--- config.mk ---
export PLATFORM = sky130hd
export DESIGN_NAME = xil_dmem_rd_ctl_8x16
export DESIGN_NICKNAME = d
export VERILOG_FILES = /design/src/rtl/xil_dmem_rd_ctl_8x16_pkg.sv /design/src/rtl/xil_dmem_rd_ctl_8x16_oreg.sv /design/src/rtl/xil_dmem_rd_ctl_8x16.sv
export SDC_FILE = /design/constraint.sdc
export NUM_CORES = 1
export LEC_CHECK = 0
export BUFFER_PORTS_ARGS = -buffer_cell sky130_fd_sc_hd__buf_2
export CORE_MARGIN = 4
export CORE_UTILIZATION = 45
export DETAILED_ROUTE_END_ITERATION = 8
export HOLD_SLACK_MARGIN = 0.03
export PLACE_DENSITY = 0.73
export SETUP_SLACK_MARGIN = 0.4
export SLEW_MARGIN = 20
export SYNTH_ARGS = -nofsm -noshare
export SYNTH_HDL_FRONTEND = slang
export SYNTH_SLANG_ARGS = --single-unit
--- constraint.sdc ---
create_clock -name clk -period 3.5 [get_ports clk]
set_input_delay 0.35 -clock clk [delete_from_list [all_inputs] [get_ports clk]]
set_output_delay 0.35 -clock clk [all_outputs]
set_load 0.01 [all_outputs]
--- src/rtl/xil_dmem_rd_ctl_8x16_pkg.sv ---
// Shared constants and types for the 8x16 distributed-memory read controller.
// Optional feature macro used by the top: XIL_DMEM_RD_LEVEL_EN.
package xil_dmem_rd_ctl_8x16_pkg;

  localparam int DATA_W_DEF = 16;
  localparam int ADR_W_DEF  = 3;
  localparam int DEPTH      = 1 << ADR_W_DEF;
  localparam int CNT_W      = ADR_W_DEF + 1;

  // Output register stage: EMPTY holds no word, FULL presents a word on o_data.
  typedef enum logic [0:0] {
    OREG_EMPTY = 1'b0,
    OREG_FULL  = 1'b1
  } oreg_st_e;

  // Next state of the output register given this cycle's load and pop.
  function automatic oreg_st_e oreg_next(input oreg_st_e st, input logic load,
                                         input logic pop);
    oreg_st_e nxt;
    case (st)
      OREG_EMPTY: begin
        if (load) nxt = OREG_FULL;
        else      nxt = OREG_EMPTY;
      end
      OREG_FULL: begin
        if (pop && !load) nxt = OREG_EMPTY;
        else              nxt = OREG_FULL;
      end
      default: nxt = OREG_EMPTY;
    endcase
    return nxt;
  endfunction

endpackage

--- src/rtl/xil_dmem_rd_ctl_8x16_oreg.sv ---
// Valid/ready output register stage for the read controller. It decides when
// a word is pulled from the memory read port and holds it until accepted.
module xil_dmem_rd_oreg
  import xil_dmem_rd_ctl_8x16_pkg::*;
#(
  parameter int DATA_W = DATA_W_DEF
) (
  input  logic              clk,
  input  logic              rst_n,
  input  logic              i_flush,
  input  logic              i_avail,
  input  logic              i_ready,
  input  logic [DATA_W-1:0] i_rd_data,
  output logic              o_load,
  output logic              o_valid,
  output logic [DATA_W-1:0] o_data
);

  oreg_st_e          state_q, state_d;
  logic [DATA_W-1:0] data_q, data_d;
  logic              pop_s;
  logic              load_s;

  assign o_valid = (state_q == OREG_FULL);
  assign o_data  = data_q;
  assign o_load  = load_s;

  // Handshake decode and next-state/data selection; flush empties the stage.
  always_comb begin
    pop_s   = o_valid & i_ready;
    load_s  = i_avail & (~o_valid | pop_s);
    state_d = state_q;
    data_d  = data_q;
    if (i_flush) begin
      state_d = OREG_EMPTY;
    end else begin
      state_d = oreg_next(state_q, load_s, pop_s);
      if (load_s) begin
        data_d = i_rd_data;
      end else begin
        data_d = data_q;
      end
    end
  end

  // Output stage state and data register.
  always_ff @(posedge clk or negedge rst_n) begin
    if (!rst_n) begin
      state_q <= OREG_EMPTY;
      data_q  <= {DATA_W{1'b0}};
    end else begin
      state_q <= state_d;
      data_q  <= data_d;
    end
  end

endmodule

--- src/rtl/xil_dmem_rd_ctl_8x16.sv ---
// Read-side controller for the 8x16 two-port distributed memory. Owns the
// write and read ring pointers and the ring occupancy count, and drains words
// through the memory's asynchronous read port into a valid/ready stage.
// Optional feature macro: XIL_DMEM_RD_LEVEL_EN adds o_level and o_almost_full.
module xil_dmem_rd_ctl_8x16
  import xil_dmem_rd_ctl_8x16_pkg::*;
#(
  parameter int DATA_W = DATA_W_DEF,
  parameter int ADR_W  = ADR_W_DEF
) (
  input  logic              clk,
  input  logic              rst_n,
  input  logic              i_flush,
  input  logic              i_push,
  output logic [ADR_W-1:0]  o_mem_wr_adr,
  output logic              o_full,
  output logic [ADR_W-1:0]  o_mem_rd_adr,
  input  logic [DATA_W-1:0] i_mem_rd_data,
  output logic              o_valid,
  output logic [DATA_W-1:0] o_data,
  input  logic              i_ready,
`ifdef XIL_DMEM_RD_LEVEL_EN
  output logic [ADR_W:0]    o_level,
  output logic              o_almost_full,
`endif
  output logic              o_ovf_err
);

  localparam logic [ADR_W-1:0] PTR_ZERO  = {ADR_W{1'b0}};
  localparam logic [ADR_W-1:0] PTR_ONE   = {{(ADR_W-1){1'b0}}, 1'b1};
  localparam logic [ADR_W:0]   CNT_ZERO  = {(ADR_W+1){1'b0}};
  localparam logic [ADR_W:0]   CNT_ONE   = {{ADR_W{1'b0}}, 1'b1};
  localparam logic [ADR_W:0]   CNT_FULL  = {1'b1, {ADR_W{1'b0}}};

  logic [ADR_W-1:0] wr_ptr_q, wr_ptr_d;
  logic [ADR_W-1:0] rd_ptr_q, rd_ptr_d;
  logic [ADR_W:0]   count_q, count_d;
  logic             ovf_q, ovf_d;
  logic             full_s;
  logic             push_ok_s;
  logic             load_s;

  assign full_s       = (count_q == CNT_FULL);
  assign o_full       = full_s;
  assign o_mem_wr_adr = wr_ptr_q;
  assign o_mem_rd_adr = rd_ptr_q;
  assign o_ovf_err    = ovf_q;

  xil_dmem_rd_oreg #(
    .DATA_W (DATA_W)
  ) u_oreg (
    .clk       (clk),
    .rst_n     (rst_n),
    .i_flush   (i_flush),
    .i_avail   (count_q != CNT_ZERO),
    .i_ready   (i_ready),
    .i_rd_data (i_mem_rd_data),
    .o_load    (load_s),
    .o_valid   (o_valid),
    .o_data    (o_data)
  );

  // Pointer, count and overflow next-state; flush overrides push and load.
  always_comb begin
    push_ok_s = i_push & ~full_s;
    wr_ptr_d  = wr_ptr_q;
    rd_ptr_d  = rd_ptr_q;
    count_d   = count_q;
    ovf_d     = ovf_q;
    if (i_flush) begin
      wr_ptr_d = PTR_ZERO;
      rd_ptr_d = PTR_ZERO;
      count_d  = CNT_ZERO;
      ovf_d    = 1'b0;
    end else begin
      if (push_ok_s) wr_ptr_d = wr_ptr_q + PTR_ONE;
      else           wr_ptr_d = wr_ptr_q;
      if (load_s) rd_ptr_d = rd_ptr_q + PTR_ONE;
      else        rd_ptr_d = rd_ptr_q;
      case ({push_ok_s, load_s})
        2'b10:   count_d = count_q + CNT_ONE;
        2'b01:   count_d = count_q - CNT_ONE;
        default: count_d = count_q;
      endcase
      ovf_d = ovf_q | (i_push & full_s);
    end
  end

  // Ring pointers, occupancy and sticky overflow flag.
  always_ff @(posedge clk or negedge rst_n) begin
    if (!rst_n) begin
      wr_ptr_q <= PTR_ZERO;
      rd_ptr_q <= PTR_ZERO;
      count_q  <= CNT_ZERO;
      ovf_q    <= 1'b0;
    end else begin
      wr_ptr_q <= wr_ptr_d;
      rd_ptr_q <= rd_ptr_d;
      count_q  <= count_d;
      ovf_q    <= ovf_d;
    end
  end

`ifdef XIL_DMEM_RD_LEVEL_EN
  logic [ADR_W:0] level_q, level_d;
  logic           valid_nxt_s;

  assign o_level       = level_q;
  assign o_almost_full = (count_q >= (CNT_FULL - CNT_ONE));

  // Total words held (ring plus output register) after this edge.
  always_comb begin
    valid_nxt_s = load_s | (o_valid & ~i_ready);
    if (i_flush) begin
      level_d = CNT_ZERO;
    end else begin
      level_d = count_d + {{ADR_W{1'b0}}, valid_nxt_s};
    end
  end

  // Registered fill level.
  always_ff @(posedge clk or negedge rst_n) begin
    if (!rst_n) begin
      level_q <= CNT_ZERO;
    end else begin
      level_q <= level_d;
    end
  end
`endif

endmodule

==> results of run 1 <==
-- worst min path at each step --
stage	end	slack, ns	cells after the start
final	u_oreg.o_data[3]	0.25	2
after global routing	u_oreg.o_data[3]	0.23	2
after CTS	u_oreg.o_data[4]	0.24	2
after detailed placement	o_ovf_err	0.40	1
after global placement	u_oreg.o_valid	0.39	1
after floorplan	count_q[0]	0.05	0
-- synth_stat cells, types with 3 or more instances --
cell type,n
a21oi_1,7
nand3_1,3
dfrtp_1,28
xor2_1,3
xnor2_1,3
nor2_1,7
ha_1,4
o21ai_0,3
inv_1,4
mux2_2,16
nand2_1,6
-- registers in the layout (all words and copies together), names as in the netlist --
register        count
u_oreg.o_data      16
count_q             4
o_mem_rd_adr        3
o_mem_wr_adr        3
o_ovf_err           1
u_oreg.o_valid      1
-- cells by family (layout without fill, tap and decap cells) --
| group | after synthesis | after routing | synth area share |
|---|---|---|---|
| multiplexers | 17 | 17 | 0.148 |
| adder cells (fa/ha/maj) | 4 | 4 | 0.0389 |
| AO/OA/AOI/OAI | 15 | 15 | 0.0768 |
| XOR/XNOR | 6 | 6 | 0.0408 |
| buffers and inverters | 8 | 54 | 0.0253 |
| AND/OR/NAND/NOR | 29 | 29 | 0.126 |
| flip-flops | 28 | 28 | 0.544 |
-- critical path, delay by kind of cell (launching register included) --
family	cells	cell delay, ns
AO/OA/AOI/OAI	3	0.79
AND/OR/NAND/NOR	3	0.87
adder cells (fa/ha/maj)	1	0.27
flip-flops	1	0.48
buffers and inverters	1	0.07
-- metrics by stage --
| step | instance area (um2) | power, W |
|---|---|---|
| finish | 1580 | 0.00125 |
| global route | 1580 | 0.00137 |
| CTS | 1580 | 0.00128 |
| detailed placement | 1550 | 0.00114 |
| global placement | 1550 | 0.00111 |
| floorplan | 1290 | 0.000931 |
-- power by group through the flow --
stage | Sequential [W] | Combinational (W) | Clock [W]
2_1_floorplan | 0.000594 | 0.000337 | 0
3_3_place_gp | 0.000535 | 0.000579 | 0
3_5_place_dp | 0.000544 | 0.000600 | 0
4_1_cts | 0.000540 | 0.000603 | 0.000134
5_1_grt | 0.000558 | 0.000663 | 0.000144
6_report | 0.000537 | 0.000592 | 0.000126
-- routing by layer --
layer	vias to the layer above	track usage	share of wire	routed length (um)
met5	-	0	0	0
met4	0	0.0636	0.013	33
met3	4	0.0314	0.072	181
met2	36	0.244	0.48	1200
met1	464	0.197	0.44	1090
li1	467	-	-	-
-- repair_timing --
| action | 4_1_cts | 5_1_grt |
|---|---|---|
| endpoints found under the setup margin | 0 | 0 |
| hold endpoints to repair | 15 | 0 |
| hold buffers | 1 | 0 |
-- cell type report --
type / count / area (um2)
Sequential cell: 28 / 701
Clock buffer: 3 / 22.5
Multi-Input combinational cell: 71 / 559
Fill cell: 243 / 1150
Tap cell: 31 / 38.8
Inverter: 4 / 15.0
Timing Repair Buffer: 47 / 243
==> metrics.md, run 1 <==
| Metric | Value |
|---|---|
| Sw Pwr | `0.000460 W` |
| Drt via density | `between 5 and 6` |
| CTS resizes | `0` |
| DRT iter0 DRCs | `40` |
| Crit-path max FO | `7` |
| Max incr delay on CP | `0.66 ns` |
| Post CTS Setup Buffer Count | `0` |
| Layout cells sized above 1 | `0.451` |
| Die Y | `just over 60 um` |
| Num CTS Buffers | `3` |
| Wirelength, routed | `2.51 mm` |
| Post-synth ARST share | `1.00` |
| Root Buffer | `clkbuf_4` |
| Final worst path period need | `2.58 ns` |
| Max-slew violation count | `0` |
| Largest net degree at the start of global routing | `29` |
| Seq cells post-synth | `28` |
| Number of synthesized flops with an enable pin | `0` |
| Switching fraction of total power | `0.366` |
| Dpl ws | `0.936 ns` |
| Number of unique standard cell types used by synthesis | `29` |
| Final Cycle Share | `0.736` |
| Initial antenna violation count | `0` |
| Clock group share of total power | `0.100` |
| Min Hold Slack | `between 0.2 and 0.3 ns` |
| Slowest-stage cell, CP | `or4b_1` |
| DRT Pass-1 Iters | `3` |
| PwrDens | `approximately 790 nW/um2` |
| DP Cell Count | `180` |
| Final core utilization | `0.578` |
| Leak | `0.783 nW` |
| GP Congestion | `slightly below 0.8` |
| Crit path DAT | `~2.8 ns` |
| Worst setup path endpoint | `count_q[3]` |
| Sinks on Clock Net | `28` |
| Launching point of the worst reg2reg path | `count_q[1]` |
| Worst-skew pair later-pin latency | `0.32 ns` |
| Maximum clock insertion buffer count | `2` |
| Cell Chain, Critical Path | `or4b_1 > a211o_4 > inv_1 > ha_1 > a41oi_1 > o21ai_0 > nand4b_1 > nand3b_1` |
| Vias in the first global route | `975` |
| Setup crit start | `count_q[1]` |
| Num ports | `46` |
| Synthesized net count | `132` |
| DRC viols | `0` |
| Htree depth | `1` |
| Vias | `971` |
| HP Class | `in2reg` |
| Syn Area/Cell | `around 12 um2` |
| Required time worst endpoint | `3.72 ns` |
| Die width | `between 60 and 70 um` |
| Worst Tran Pin Value | `0.626 ns` |
| Most frequent cells in the layout | `45 x buf_2, 28 x dfrtp_1, 16 x mux2_2, 7 x a21oi_1, 7 x nor2_1` |
| Initial Utilization | `0.471` |
| Most common cell after layout, fill and taps aside | `buf_2` |
| First-pass GRT wire length | `4.21 mm` |
| HPWL Detailed | `approximately 1.9 mm` |
| Die ar. | `about 3800 um2` |
| Final TNS setup | `0 ns` |
| DRT antenna net count | `0` |
| Rows | `19` |
| Seq pwr share | `0.428` |
| Register area share after synthesis | `0.544` |
| R2R setup slack | `between 0.9 and 1 ns` |
| Total GRT Usage | `0.151` |
| Internal power | `0.000795 W` |
| CTS tree | `built` |
| Port Buffers | `45` |
| Final Skew | `0.000957 ns` |
| Layout area overhead | `22.6%` |
| Post-synth top area share | `0.544` |
| Worst r2r path cells | `8` |
| Hold Startpoint | `i_mem_rd_data[3]` |
| Top cells by area, synth | `dfrtp_1 54%, mux2_2 14%, ha_1 3.9%` |
| Final worst slack | `0.925 ns` |
| Comb pwr share | `0.472` |
| Status | `complete, no violations` |
| Core area | `2730 um2` |
| Crit. End Element | `flip-flop` |
| Post-synth top flop | `dfrtp_1` |
| YS warnings | `0` |
| Layout Nets | `180` |
| RSZ-0062 raised after global routing | `false` |
| Worst vdd rail ir drop | `516 uV` |
| Netlist Area Pre-Place | `~1300 um2` |
| Final Hold Viols | `0` |
| Final cell count without fillers | `184` |
| Final setup fails | `0` |
| Synth area leader | `dfrtp_1` |
| Fmax | `388 MHz` |
| MaxCap Viol Count | `0` |
| Relative slew slack | `0.579` |
| Ant. Diodes | `0` |
| Nature of the critical path startpoint | `flip-flop` |
| GR Overflow Total | `0` |
| WS Path Type | `reg2reg` |
| Worst-path clk slew | `0.13 ns` |
| WL per Instance | `between 10 and 15 um` |
| Worst R2R End | `count_q[3]` |
| Post-Synthesis Cells | `107` |
(Power assumes the default switching activity.)
==> run 2, diff against run 1 <==
ABC_AREA = 1   (was not set)
CORE_UTILIZATION = 44   (was 45)
PLACE_DENSITY = 0.74   (was 0.73)
clock period = 2.3 ns   (was 3.5 ns; I/O delays follow)
==> run 2 against run 1 <==
Clock skew is 0.021 ns higher; clock-buffer cell count unchanged; first-iteration DRC count down 33%; die area rose by 4.5%; cell count is 31% higher.
==> metrics.md, run 2 <==
| Metric | Value |
|---|---|
| Sinks on Clock Net | `28 (unchanged)` |
| Required time worst endpoint | `2.52 ns (was 3.72 ns)` |
| Post-Synth Simple-Gate Area | `0.310 (was 0.126)` |
| Synthesized net count | `181 (was 132)` |
| Drt via density | `4.62 (was 5.28)` |
| Layout cells sized above 1 | `0.348 (was 0.451)` |
| Relative slew slack | `0.600 (was 0.579)` |
| Register area share after synthesis | `0.529 (was 0.544)` |
| Final Cycle Share | `0.778 (was 0.736)` |
| Worst-path clk slew | `0.16 ns (was 0.13 ns)` |
| Most frequent cells in the layout | `68 x nand2_1, 45 x buf_2, 27 x dfrtp_1, 13 x inv_1, 7 x nand3_1 (was 45 x buf_2, 28 x dfrtp_1, 16 x mux2_2, 7 x a21oi_1, 7 x nor2_1)` |
| Die ar. | `3950 um2 (was 3780 um2)` |
| Post-synth ARST share | `1.00 (unchanged)` |
| Number of synthesized flops with an enable pin | `0 (unchanged)` |
| DRT Pass-1 Iters | `4 (was 3)` |
| Final setup fails | `0 (unchanged)` |
| Layout Nets | `236 (was 180)` |
| Num CTS Buffers | `3 (unchanged)` |
| DRT iter0 DRCs | `27 (was 40)` |
| Worst-skew pair later-pin latency | `0.33 ns (was 0.32 ns)` |
| HPWL Detailed | `2.14 mm (was 1.92 mm)` |
| Rows | `19 (unchanged)` |
| GR Overflow Total | `0 (unchanged)` |
| Htree depth | `1 (unchanged)` |
| Total GRT Usage | `0.146 (was 0.151)` |
| Adder and majority cell fraction of the synthesized area | `0.0378 (was 0.0389)` |
| Post-synth top flop | `dfrtp_1 (unchanged)` |
| Final Hold Viols | `0 (unchanged)` |
| Crit. End Element | `flip-flop (unchanged)` |
| Root Buffer | `clkbuf_4 (unchanged)` |
| Largest family of logic cells by synthesized area | `simple AND/OR/NAND/NOR gates (was multiplexers)` |
| Vias | `1114 (was 971)` |
| Port Buffers | `45 (unchanged)` |
| Mux share of post-synthesis cell area | `0 (was 0.148)` |
| Max-slew violation count | `0 (unchanged)` |
| Core area | `2810 um2 (was 2730 um2)` |
| Wirelength, routed | `2.76 mm (was 2.51 mm)` |
| Vias in the first global route | `1102 (was 975)` |
| CTS tree | `built (unchanged)` |
| Post-Synthesis Cells | `156 (was 107)` |
| WL per Instance | `11.5 um (was 13.6 um)` |
| Netlist Area Pre-Place | `1320 um2 (was 1290 um2)` |
| HP Class | `in2reg (unchanged)` |
| WS Path Type | `reg2reg (unchanged)` |
| Reg area | `702 um2 (was 701 um2)` |
| Die Y | `62.9 um (was 61.5 um)` |
| Leak | `1.01 nW (was 0.783 nW)` |
| YS warnings | `0 (unchanged)` |
| Final TNS setup | `0 ns (unchanged)` |
| Footprint of the multi-input gates | `554 um2 (was 559 um2)` |
| Final Skew | `0.0219 ns (was 0.000957 ns)` |
| Cell Chain, Critical Path | `nor2_4 > nand2_2 > nand2_4 > buf_4 > nand3_2 > nand2_1 > inv_1 > ha_1 > inv_1 > nand2_1 > xor2_1 > o21ai_2 (was or4b_1 > a211o_4 > inv_1 > ha_1 > a41oi_1 > o21ai_0 > nand4b_1 > nand3b_1)` |
| Min Hold Slack | `0.0705 ns (was 0.253 ns)` |
| Seq cells post-synth | `28 (unchanged)` |
| Slowest-stage cell, CP | `dfrtp_1 (was or4b_1)` |
| Total power | `0.00216 W (was 0.00125 W)` |
| Top cells by area, synth | `dfrtp_1 53%, nand2_1 19%, ha_1 3.8% (was dfrtp_1 54%, mux2_2 14%, ha_1 3.9%)` |
| Most common cell after layout, fill and taps aside | `nand2_1 (was buf_2)` |
| Worst Tran Pin Value | `0.600 ns (was 0.626 ns)` |
| WP buf/inv | `3 (was 1)` |
| Die width | `62.9 um (was 61.5 um)` |
| Maximum clock insertion buffer count | `2 (unchanged)` |
| Ant. Diodes | `0 (unchanged)` |
| Synth Area in Compound Gates | `0.0454 (was 0.0768)` |
| Initial Utilization | `0.472 (was 0.471)` |
| Status | `complete, no violations (unchanged)` |
| DRT antenna net count | `0 (unchanged)` |
| MaxCap Viol Count | `0 (unchanged)` |
| Crit path DAT | `2.01 ns (was 2.79 ns)` |
| PwrDens | `1280 nW/um2 (was 795 nW/um2)` |
| DRC viols | `0 (unchanged)` |
| GP Congestion | `0.796 (was 0.780)` |
| Xor/xnor cell area share of the yosys netlist | `0.0198 (was 0.0408)` |
| RSZ-0062 raised after global routing | `false (unchanged)` |
| Fill count | `250 (was 243)` |
| Largest net degree at the start of global routing | `29 (unchanged)` |
| CP delay by family, top | `simple AND/OR/NAND/NOR gates (unchanged)` |
| Largest register FFs | `16 (unchanged)` |
| Num ports | `46 (unchanged)` |
| Nature of the critical path startpoint | `flip-flop (unchanged)` |
| Synth top cells by count | `68 x nand2_1, 28 x dfrtp_1, 13 x inv_1 (was 28 x dfrtp_1, 16 x mux2_2, 7 x a21oi_1, 7 x nor2_1, 6 x nand2_1)` |
| Max incr delay on CP | `0.47 ns (was 0.66 ns)` |
| Worst vdd rail ir drop | `606 uV (was 516 uV)` |
| Synth area leader | `dfrtp_1 (unchanged)` |
| Crit-path max FO | `4 (was 7)` |
| Most frequent cell after synthesis | `nand2_1 (was dfrtp_1)` |
| Final worst path period need | `1.79 ns (was 2.58 ns)` |
| First-pass GRT wire length | `4.77 mm (was 4.21 mm)` |
| Number of unique standard cell types used by synthesis | `21 (was 29)` |
| Syn Area/Cell | `8.49 um2 (was 12.0 um2)` |
| Layout area overhead | `27.8% (was 22.6%)` |
| Initial antenna violation count | `0 (unchanged)` |
| Post-synth top area share | `0.529 (was 0.544)` |
| Fmax | `559 MHz (was 388 MHz)` |
## run 2: changes by cell type after synthesis, moves of 2 or more
cell      delta
a21oi_1      -5
nor2b_1      -2
nand2_4      +3
o21ai_1      +2
inv_1        +9
nand2_2      +3
nand3_1      +4
clkbuf_1     -2
mux2_2      -16
nand2_1     +62
xnor2_1      -3
nor2_2       +2
nor3_1       -2
inv_2        +4
## run 2: cells by family (layout without fill, tap and decap cells)
logic type / Yosys count / in the layout
AOI/OAI and AO/OA: 9 / 9
xor gates and xnor gates: 3 / 3
adders and majority gates: 4 / 4
buffers and inverters: 19 / 73
DFF: 28 / 28
and+or+nand+nor: 93 / 93
## run 2: timing repair
item	in CTS	in global routing
gates resized for setup	0	3
endpoints found under the hold margin	28	0
buffers inserted	0	6
setup endpoints to repair	0	1
hold buffers	1	0
## run 2: report_power, final
part / leakage, nW / switching (W) / total (W) / internal, W
registers: 0.355 / 0.000139 / 0.000828 / 0.000689
logic: 0.629 / 0.000589 / 0.00101 / 0.000422
clock network: 0.0279 / 0.000143 / 0.000319 / 0.000176
total: 1.01 / 0.000871 / 0.00216 / 0.00129
## run 2: worst register-to-register path, cell delays in order, from the launching register on
cell,delay (ns)
dfrtp_1,0.47
nor2_4,0.19
nand2_2,0.10
nand2_4,0.09
buf_4,0.12
nand3_2,0.10
nand2_1,0.08
inv_1,0.04
ha_1,0.17
inv_1,0.05
nand2_1,0.05
xor2_1,0.16
o21ai_2,0.06
## run 2: layout make-up
cell class,count,area share
tap,31,0.0229
clock buffer,3,0.0133
timing repair buffer,52,0.166
clock inverter,1,0.0178
multi-input combinational,109,0.328
sequential,28,0.415
inverter,17,0.0377
## run 2: stage by stage
stage / cell area (um2) / utilization / std cells / setup slack [ns]
2_1_floorplan: 1320 / - / 156 / 0.633
3_3_place_gp: 1580 / 0.562 / 230 / 0.573
3_5_place_dp: 1580 / 0.562 / 230 / 0.492
4_1_cts: 1640 / 0.584 / 235 / 0.456
5_1_grt: 1690 / 0.603 / 241 / 0.381
6_report: 1690 / 0.603 / 241 / 0.511
## run 2: layer usage
metal  part of all wire  GRT usage  up-vias
met5                  0          0        -
met4              0.012     0.0496        0
met3              0.060     0.0306        4
met2               0.49      0.257       32
met1               0.44      0.175      495
li1                   -          -      583
## run 2: final timing paths
kind | slack [ns] | from | cells after the start | end
worst max-delay path | 0.51 | count_q[1] | 12 | count_q[2]
worst min-delay path | 0.07 | i_mem_rd_data[9] | 3 | u_oreg.o_data[9]
worst max register to register | 0.51 | count_q[1] | 12 | count_q[2]
worst min register to register | 0.48 | o_mem_wr_adr[2] | 1 | o_mem_wr_adr[2]
max in group asynchronous | 1.44 | rst_n | 2 | count_q[0]
min in group asynchronous | 0.41 | rst_n | 2 | o_mem_wr_adr[1]
==> run 3, diff against run 2 <==
CORE_UTILIZATION = 45   (was 44)
PLACE_DENSITY = 0.73   (was 0.74)
clock period = 1.7 ns   (was 2.3 ns; I/O delays follow)
==> run 3 against run 2 <==
The run now ends with negative setup slack left; non-clock buffer count up 29; die area down 1.9%; worst setup slack worse by 0.55 ns; core utilization up 16 points; critical path depth unchanged; sequential share of layout area down 8.3 points; power up 65%; fmax up 2.9%; largest cell class unchanged; flip-flop and latch count unchanged; cell area up 25%; first-iteration DRC count down 7.4%.
==> metrics.md, run 3 (synthesis results as in run 2) <==
| Metric | Value |
|---|---|
| Clock group share of total power | `0.125 (was 0.148)` |
| Worst Tran Pin Value | `0.617 ns (was 0.600 ns)` |
| Comb pwr share | `0.561 (was 0.469)` |
| GR Overflow Total | `0 (unchanged)` |
| Final worst slack | `-0.0396 ns (was 0.511 ns)` |
| Most frequent cells in the layout | `57 x nand2_1, 44 x buf_2, 27 x dfrtp_1, 18 x buf_4, 14 x dlygate4sd3_1 (was 68 x nand2_1, 45 x buf_2, 27 x dfrtp_1, 13 x inv_1, 7 x nand3_1)` |
| Ant. Diodes | `0 (unchanged)` |
| Footprint of the multi-input gates | `657 um2 (was 554 um2)` |
| Largest register FFs | `16 (unchanged)` |
| Layout Nets | `267 (was 236)` |
| Relative slew slack | `0.589 (was 0.600)` |
| First-pass GRT wire length | `5.71 mm (was 4.77 mm)` |
| Maximum clock insertion buffer count | `2 (unchanged)` |
| DRT iter0 DRCs | `25 (was 27)` |
| Num CTS Buffers | `3 (unchanged)` |
| Final setup fails | `4 (was 0)` |
| DRC viols | `0 (unchanged)` |
| Port Buffers | `45 (unchanged)` |
| Worst-skew pair later-pin latency | `0.34 ns (was 0.33 ns)` |
| RSZ-0062 raised after global routing | `true (was false)` |
| Total power | `0.00356 W (was 0.00216 W)` |
| Internal power | `0.00208 W (was 0.00129 W)` |
| MaxCap Viol Count | `0 (unchanged)` |
| Die width | `62.2 um (was 62.9 um)` |
| Worst-path clk slew | `0.17 ns (was 0.16 ns)` |
| Crit. End Element | `flip-flop (unchanged)` |
| Initial Utilization | `0.476 (was 0.472)` |
| Fmax | `575 MHz (was 559 MHz)` |
| Worst vdd rail ir drop | `1200 uV (was 606 uV)` |
| WS Path Type | `reg2reg (unchanged)` |
| CTS tree | `built (unchanged)` |
| Min Hold Slack | `0.0429 ns (was 0.0705 ns)` |
| HP Class | `in2reg (unchanged)` |
| Htree depth | `1 (unchanged)` |
| Rows | `19 (unchanged)` |
| Final Cycle Share | `1.02 (was 0.778)` |
| Initial antenna violation count | `0 (unchanged)` |
| Core area | `2780 um2 (was 2810 um2)` |
| Final Hold Viols | `0 (unchanged)` |
| Vias | `1344 (was 1114)` |
| Sinks on Clock Net | `28 (unchanged)` |
| DRT antenna net count | `0 (unchanged)` |
| Final worst path period need | `1.74 ns (was 1.79 ns)` |
| Crit path DAT | `2.00 ns (was 2.01 ns)` |
| Most common cell after layout, fill and taps aside | `nand2_1 (unchanged)` |
| Max-slew violation count | `0 (unchanged)` |
| HPWL Detailed | `2.26 mm (was 2.14 mm)` |
| Leak | `1.19 nW (was 1.01 nW)` |
| Required time worst endpoint | `1.96 ns (was 2.52 ns)` |
| Vias in the first global route | `1301 (was 1102)` |
| Wirelength, routed | `3.74 mm (was 2.76 mm)` |
| WL per Instance | `13.7 um (was 11.5 um)` |
| Nature of the critical path startpoint | `flip-flop (unchanged)` |
| Fill count | `183 (was 250)` |
| Num ports | `46 (unchanged)` |
| Total GRT Usage | `0.179 (was 0.146)` |
| Layout cells sized above 1 | `0.465 (was 0.348)` |
| Die ar. | `3870 um2 (was 3950 um2)` |
| PwrDens | `1690 nW/um2 (was 1280 nW/um2)` |
| Root Buffer | `clkbuf_4 (unchanged)` |
| Reg area | `702 um2 (unchanged)` |
| Largest net degree at the start of global routing | `29 (unchanged)` |
| Failing checks | `negative setup slack` |
| Final Skew | `0.0189 ns (was 0.0219 ns)` |
| Dpl ws | `-0.0122 ns (was 0.492 ns)` |
| Sw Pwr | `0.00148 W (was 0.000871 W)` |
| Status | `finished with violations (was complete, no violations)` |
| Final core utilization | `0.759 (was 0.603)` |
| Layout area overhead | `59.5% (was 27.8%)` |
| Die Y | `62.2 um (was 62.9 um)` |
| Drt via density | `4.94 (was 4.62)` |
| Crit-path max FO | `4 (unchanged)` |
| GP Congestion | `0.790 (was 0.796)` |
| Seq pwr share | `0.314 (was 0.383)` |
| Switching fraction of total power | `0.415 (was 0.404)` |
| DRT Pass-1 Iters | `4 (unchanged)` |
==> run 3: cell count changes in the layout (fill, tap and decap cells not counted), moves of 3 or more <==
| cell | delta |
|---|---|
| dlygate4sd3_1 | +13 |
| buf_4 | +12 |
| inv_1 | -3 |
| o21ai_2 | +3 |
| nand2_2 | +7 |
| nand2_1 | -11 |
| buf_6 | +4 |
| nand2_4 | +3 |
==> run 3: area by class of cell <==
cell class / instances / area share
Timing Repair Buffer: 81 / 0.265
Sequential cell: 28 / 0.332
Clock buffer: 3 / 0.0107
Tap cell: 31 / 0.0184
Multi-Input combinational cell: 109 / 0.311
Inverter: 17 / 0.0385
Timing Repair inverter: 2 / 0.00948
Clock inverter: 1 / 0.0142
==> run 3: layer usage <==
| metal | track usage | share of wire | vias up |
|---|---|---|---|
| met3 | 0.0360 | 0.058 | 6 |
| met4 | 0.0569 | 0.0078 | 0 |
| met5 | 0 | 0 | - |
| li1 | - | - | 648 |
| met2 | 0.326 | 0.53 | 42 |
| met1 | 0.206 | 0.41 | 648 |
==> run 3: critical path, stage by stage, from the launching register on <==
cell	delay [ns]
dfrtp_2	0.48
nor2_4	0.14
a21oi_4	0.09
buf_4	0.14
buf_6	0.10
buf_6	0.12
nand2_8	0.07
nand2_4	0.06
nand2_4	0.08
inv_4	0.04
nor2_4	0.14
inv_2	0.07
o21ai_2	0.13
==> run 3: power groups by stage <==
stage	clock network [W]	registers, W	logic, W
after floorplan	0	0.00123	0.000773
after global placement	0	0.00110	0.00132
after detailed placement	0	0.00110	0.00140
after CTS	0.000450	0.00110	0.00155
after global routing	0.000484	0.00115	0.00220
final	0.000445	0.00112	0.00200
==> run 3: metrics by stage <==
stage          cells  setup TNS [ns]  instance area (um2)
2_1_floorplan    156               0                 1340
3_3_place_gp     235               0                 1630
3_5_place_dp     235         -0.0122                 1630
4_1_cts          257               0                 1870
5_1_grt          272          -0.422                 2110
6_report         272          -0.106                 2110
==> run 3: path summary, 6_finish.rpt <==
kind | start | to | slack, ns | cells past startpoint
max reg2reg | count_q[3] | count_q[0] | -0.04 | 12
min reg2reg | u_oreg.o_data[9] | u_oreg.o_data[9] | 0.49 | 2
max in group asynchronous | rst_n | count_q[3] | 0.92 | 2
min in group asynchronous | rst_n | u_oreg.o_data[5] | 0.35 | 2
max | count_q[3] | count_q[0] | -0.04 | 12
min | i_mem_rd_data[11] | u_oreg.o_data[11] | 0.04 | 3
==> run 3: what timing repair did <==
item | CTS | global route
buffers inserted | 5 | 12
pin swaps | 9 | 8
cloned | 0 | 2
resized for setup | 8 | 35
hold buffers | 13 | 1
hold endpoints to repair | 40 | 1
setup endpoints to repair | 24 | 25
